File: src/rtl/ifq_pkg.sv
// Shared widths, reset fetch address and the buffered-line record for the fetch queue.
// Latency: none (types and constants only); backpressure: n/a.
package ifq_pkg;

  localparam int INST_W     = 32;
  localparam int LINE_W     = 128;
  localparam int LINE_WORDS = 4;
  localparam int LPC_W      = 28;

  localparam logic [31:0] RESET_PC_DEF = 32'h0;

  // One buffered cache line together with its line-aligned PC (bits [31:4]).
  typedef struct packed {
    logic [LPC_W-1:0]  lpc;
    logic [LINE_W-1:0] line;
  } line_ent_t;

  function automatic logic [31:0] line_align(input logic [31:0] addr);
    return {addr[31:4], 4'b0000};
  endfunction

endpackage

File: src/rtl/ifq_line_fifo.sv
// Show-ahead FIFO of cache lines with a synchronous flush; head is valid the cycle after write.
// Writes while full and pops while empty are ignored; flush wins over write and pop.
module ifq_line_fifo
  import ifq_pkg::*;
#(
  parameter int DEPTH = 4,
  parameter int PTR_W = 2
) (
  input  logic      clk,
  input  logic      rst,
  input  logic      flush_i,
  input  logic      wr_vld_i,
  input  line_ent_t wr_dat_i,
  input  logic      pop_i,
  output line_ent_t rd_dat_o,
  output logic      full_o,
  output logic      empty_o
);

  localparam logic [PTR_W:0] FULL_CNT = (PTR_W+1)'(DEPTH);

  line_ent_t        mem_q [DEPTH];
  logic [PTR_W-1:0] wr_ptr_q, wr_ptr_d;
  logic [PTR_W-1:0] rd_ptr_q, rd_ptr_d;
  logic [PTR_W:0]   count_q, count_d;
  logic             do_wr, do_pop;

  assign full_o   = (count_q == FULL_CNT);
  assign empty_o  = (count_q == '0);
  assign do_wr    = wr_vld_i & ~full_o & ~flush_i;
  assign do_pop   = pop_i & ~empty_o & ~flush_i;
  assign rd_dat_o = mem_q[rd_ptr_q];

  always_comb begin
    wr_ptr_d = wr_ptr_q;
    rd_ptr_d = rd_ptr_q;
    count_d  = count_q;
    if (flush_i) begin
      wr_ptr_d = '0;
      rd_ptr_d = '0;
      count_d  = '0;
    end else begin
      // Pointers are PTR_W bits wide, so increment wraps modulo DEPTH.
      if (do_wr)  wr_ptr_d = wr_ptr_q + 1'b1;
      if (do_pop) rd_ptr_d = rd_ptr_q + 1'b1;
      count_d = count_q + {{PTR_W{1'b0}}, do_wr} - {{PTR_W{1'b0}}, do_pop};
    end
  end

  always_ff @(posedge clk or negedge rst) begin
    if (!rst) begin
      wr_ptr_q <= '0;
      rd_ptr_q <= '0;
      count_q  <= '0;
    end else begin
      wr_ptr_q <= wr_ptr_d;
      rd_ptr_q <= rd_ptr_d;
      count_q  <= count_d;
    end
  end

  always_ff @(posedge clk) begin
    if (do_wr) mem_q[wr_ptr_q] <= wr_dat_i;
  end

endmodule

File: src/rtl/ifq.sv
// Instruction fetch queue: fetches 4-word lines, presents one instruction/PC per cycle to dispatch.
// Line return to head valid in 1 cycle; fetch stalls when queue plus in-flight request would overflow.
module ifq
  import ifq_pkg::*;
#(
  parameter int          DEPTH    = 4,
  parameter int          PTR_W    = 2,
  parameter logic [31:0] RESET_PC = RESET_PC_DEF
) (
  input  logic              clk,
  input  logic              rst,
  output logic [31:0]       icache_pc_in,
  output logic              icache_rd_en,
  input  logic [LINE_W-1:0] icache_dout,
  input  logic              icache_dout_valid,
  output logic [31:0]       pc_out,
  output logic [INST_W-1:0] inst,
  output logic              empty,
  input  logic              rd_en,
  input  logic [31:0]       jump_branch_address,
  input  logic              jump_branch_valid
);

  logic [31:0] fetch_pc_q, fetch_pc_d;
  logic        outst_q, outst_d;
  logic        drop_q, drop_d;
  logic [1:0]  rd_word_q, rd_word_d;
  logic        req_q, req_d;
  logic [31:0] req_pc_q, req_pc_d;

  logic      fifo_full, fifo_empty;
  line_ent_t head, wr_ent;
  logic      issue, line_wr, pop_word, pop_line;
  logic [LINE_WORDS-1:0][INST_W-1:0] head_words;

  // A redirect squashes everything else that happens in the same cycle.
  assign pop_word = rd_en & ~fifo_empty & ~jump_branch_valid;
  assign pop_line = pop_word & (rd_word_q == 2'd3);
  assign line_wr  = icache_dout_valid & ~drop_q & ~jump_branch_valid;
  assign issue    = ~outst_q & ~jump_branch_valid & ~fifo_full;

  assign wr_ent.lpc  = fetch_pc_q[31:4];
  assign wr_ent.line = icache_dout;

  ifq_line_fifo #(
    .DEPTH (DEPTH),
    .PTR_W (PTR_W)
  ) u_line_fifo (
    .clk      (clk),
    .rst      (rst),
    .flush_i  (jump_branch_valid),
    .wr_vld_i (line_wr),
    .wr_dat_i (wr_ent),
    .pop_i    (pop_line),
    .rd_dat_o (head),
    .full_o   (fifo_full),
    .empty_o  (fifo_empty)
  );

  always_comb begin
    fetch_pc_d = fetch_pc_q;
    outst_d    = outst_q;
    drop_d     = drop_q;
    rd_word_d  = rd_word_q;
    req_d      = issue;
    req_pc_d   = req_pc_q;

    if (issue) begin
      req_pc_d = line_align(fetch_pc_q);
      outst_d  = 1'b1;
    end
    if (icache_dout_valid) begin
      outst_d = 1'b0;
      drop_d  = 1'b0;
    end
    if (line_wr) fetch_pc_d = fetch_pc_q + 32'd16;

    if (jump_branch_valid) begin
      fetch_pc_d = jump_branch_address & ~32'h3;
      rd_word_d  = jump_branch_address[3:2];
      // The in-flight line belongs to the old path; swallow it when it returns.
      if (outst_q && !icache_dout_valid) drop_d = 1'b1;
    end else if (pop_word) begin
      rd_word_d = rd_word_q + 2'd1;
    end
  end

  always_ff @(posedge clk or negedge rst) begin
    if (!rst) begin
      fetch_pc_q <= RESET_PC;
      outst_q    <= 1'b0;
      drop_q     <= 1'b0;
      rd_word_q  <= 2'd0;
      req_q      <= 1'b0;
      req_pc_q   <= line_align(RESET_PC);
    end else begin
      fetch_pc_q <= fetch_pc_d;
      outst_q    <= outst_d;
      drop_q     <= drop_d;
      rd_word_q  <= rd_word_d;
      req_q      <= req_d;
      req_pc_q   <= req_pc_d;
    end
  end

  assign head_words   = head.line;
  assign icache_rd_en = req_q;
  assign icache_pc_in = req_pc_q;
  assign empty        = fifo_empty;
  assign inst         = fifo_empty ? '0 : head_words[rd_word_q];
  assign pc_out       = fifo_empty ? 32'h0 : {head.lpc, rd_word_q, 2'b00};

endmodule

File: config.mk
export PLATFORM = sky130hd
export DESIGN_NAME = ifq
export DESIGN_NICKNAME = d
export VERILOG_FILES = /design/src/rtl/ifq_pkg.sv /design/src/rtl/ifq_line_fifo.sv /design/src/rtl/ifq.sv
export SDC_FILE = /design/constraint.sdc
export NUM_CORES = 1
export LEC_CHECK = 0
export CORE_ASPECT_RATIO = 0.7
export CORE_MARGIN = 2
export CORE_UTILIZATION = 47
export CTS_BUF_LIST = sky130_fd_sc_hd__clkbuf_8
export DETAILED_ROUTE_END_ITERATION = 10
export PLACE_DENSITY = 0.8
export SLEW_MARGIN = 20
export SYNTH_ARGS = -nofsm -noshare
export SYNTH_HDL_FRONTEND = slang
export SYNTH_SLANG_ARGS = --single-unit
File: constraint.sdc
create_clock -name clk -period 7.2 [get_ports clk]
set_input_delay 1.8 -clock clk [delete_from_list [all_inputs] [get_ports clk]]
set_output_delay 1.8 -clock clk [all_outputs]
set_load 0.02 [all_outputs]
==> flow_metrics.tcl <==
set metrics [dict create \
    gp_congestion 0.823 \
    drt_iter0_drc 1197 \
    drt_wl_total_um 56700 \
    dr.pass1.iters 5 \
    nFillCells 4094 \
    hold_path.class "reg2reg" \
    nNetsFinal 1809 \
    clk_pin_slew_ns 0.06 \
    synth.yosys.seq_area_share_pct 75.9 \
    track_usage_pct 19.1 \
    ir_worst_vdd_v 0.000163 \
    p_sw_uw 2280 \
    cpPeakStageDelay_ns 0.96 \
    cts_setup_buffers 0 \
    synth-main-ff-cell "edfxtp_1" \
    required_ns 5.40 \
    pwr-share-seq_pct 53.0 \
    multiInputGateArea_um2 6150 \
    ctsLongestPathBuffers 3 \
    path_max_fanout 38 \
    layout_commonest_cell "edfxtp_1" \
    cp_top_family "buffers and inverters" \
    maxSlewHeadroom_pct 36.2 \
    ys_types 45 \
    floorplan.initialDensity_pct 47.5 \
    setup_viol 0 \
    grt-ovfl-total 0 \
    die_area_um2 59300 \
    cts_resized 0 \
    rsz0062_at_grt "no" \
    slowest_stage "dfrtp_4" \
    clkPwrFrac_pct 33.0 \
    skew_ns 0.0393 \
    power.total_uw 8940 \
    die_width_um 290 \
    clock.fmax_ghz 0.181 \
    core_um2 56700 \
    routed_via_density 5.66 \
    cts_hold_buffers 0 \
    synthArstFlopShare_pct 9.83 \
    swShare_pct 25.5 \
    drv_cap 0 \
    instances_no_fill 2470 \
    power_density_nw_per_um2 276 \
    worst-path-buf-inv 3 \
    root_buffer "clkbuf_8" \
    tritoncts "built" \
    final_layout_size_suffix_gt1_share_pct 19.2 \
    seq_area_um2 20500 \
    p_leak_uw 0.0105 \
    arrival_ns 3.72 \
    grt_pass1_wl_um 85900 \
    dp_hpwl_um 33900 \
    slew_viol_final 0 \
    die_height_um 204 \
    worst_slew_pin_slew_ns 0.957 \
    intPower_uw 6660 \
    crit_type "reg2out" \
    route.vias.total 14000 \
    antenna_left 0 \
    areaGrowthSynthToFinish_pct 20.2 \
    crit_path_end_kind "primary output" \
    status "finished clean" \
    io_pins 263 \
    avgSynthCellArea_um2 20.4 \
    syn_area_um2 26900 \
    finalCritPeriodShare_pct 76.6 \
    mostFrequentLayoutCells "edfxtp_1 (624), clkdlybuf4s50_1 (253), mux4_2 (139)" \
    h-tree-depth 3 \
    io_buffers 254 \
    antenna_found_initial 8 \
    dp_slack_ns 2.18 \
    cts_made_buffers 101 \
    grt_max_degree 143 \
    finalSetupTns_ns 0 \
    period_needed_ns 5.52 \
    crit_path_cell_trace "buf_12, buf_4, mux4_2, and2_1, clkdlybuf4s50_1" \
    ys_ff_latch 692 \
    clk_latency_ns 0.70 \
    placedCellCount 2281 \
    startpoint_type "flip-flop" \
    wire_per_inst_um 22.9 \
    finalHoldViolCount 0 \
    detail_route.drc_violations 0 \
    clock_sinks 692 \
    yosys_warnings 0 \
    rows 73 \
    fin_ws_ns 1.68 \
    syn_inst 1323 \
    synth-edff-count 624 \
    p_comb_share_pct 14.0 \
    first_global_vias 14500 \
]
[worst paths after layout]
kind	depth (start not counted)	slack (ns)	start	to
max	5	1.68	u_line_fifo.rd_ptr_q[0]	pc_out[21]
min	1	0.51	icache_pc_in[12]	icache_pc_in[12]
max reg2reg	5	4.33	u_line_fifo.count_q[1]	u_line_fifo.mem_q[1][36]
min reg2reg	1	0.51	icache_pc_in[12]	icache_pc_in[12]
max in group asynchronous	2	5.21	rst	u_line_fifo.rd_ptr_q[1]
min in group asynchronous	2	1.29	rst	icache_pc_in[19]
[stage by stage]
step	util, %	hold WS, ns	instance area (um^2)
3_5_place_dp	53.7	0.497	30500
5_1_grt	57.1	0.526	32400
3_3_place_gp	53.6	0.492	30400
6_report	57.1	0.507	32400
2_1_floorplan	-	0.474	27000
4_1_cts	57.0	0.511	32300
[synthesized netlist by cell type (all sizes together) (12+ instances only)]
master | instances | area share [%]
a221o | 13 | 0.48
a22o | 13 | 0.42
a22oi | 21 | 0.59
a31oi | 12 | 0.28
and2 | 34 | 0.79
and3 | 15 | 0.35
buf | 34 | 0.66
clkbuf | 44 | 0.61
dfrtp | 68 | 6.3
edfxtp | 624 | 70
inv | 12 | 0.17
mux2 | 28 | 1.2
mux2i | 66 | 2.5
mux4 | 139 | 12
nand2 | 34 | 0.47
nand3 | 17 | 0.32
nor2 | 23 | 0.32
o21ai | 20 | 0.37
o22ai | 15 | 0.35
or4 | 13 | 0.36
[layer usage]
metal / wire [um] / vias to the layer above / global-route usage (%)
met2: 27300 / 481 / 30.3
met1: 24300 / 7309 / 26.7
met4: 1150 / 4 / 6.19
met3: 3830 / 95 / 4.40
met5: 21 / - / 0
li1: - / 6079 / -
[state kept, by name (all words and copies together) (netlist names)]
register,flops
u_line_fifo.wr_ptr_q,2
u_line_fifo.rd_ptr_q,2
u_line_fifo.mem_q,624
icache_pc_in,28
icache_rd_en,1
outst_q,1
rd_word_q,2
fetch_pc_q,28
drop_q,1
u_line_fifo.count_q,3
[power groups by stage]
stage | logic (uW) | clock network, uW | registers, uW
2_1_floorplan | 623 | 0 | 4850
3_5_place_dp | 1260 | 0 | 4820
4_1_cts | 1270 | 3020 | 4740
3_3_place_gp | 1240 | 0 | 4810
5_1_grt | 1330 | 3190 | 4760
6_report | 1250 | 2950 | 4740
[cell type report]
type | count | area share (%)
Sequential cell | 692 | 63.2
Multi-Input combinational cell | 545 | 19.0
Timing Repair Buffer | 282 | 8.96
Clock buffer | 106 | 4.51
Tap cell | 750 | 2.90
Clock inverter | 78 | 1.32
Inverter | 13 | 0.151
Antenna cell | 4 | 0.0309
[logic make-up (layout without fill, tap and decap cells)]
group | Yosys count | in the layout | synth area share, %
flip-flops | 692 | 692 | 75.9
XOR/XNOR | 18 | 18 | 0.585
multiplexers | 233 | 233 | 15.2
other | 1 | 10 | 0.0139
AND/OR/NAND/NOR | 164 | 164 | 3.32
AO/OA/AOI/OAI | 115 | 115 | 3.07
adder cells (fa/ha/maj) | 9 | 9 | 0.446
buffers and inverters | 91 | 479 | 1.45
Note: power is estimated with default switching activity, not from simulation.
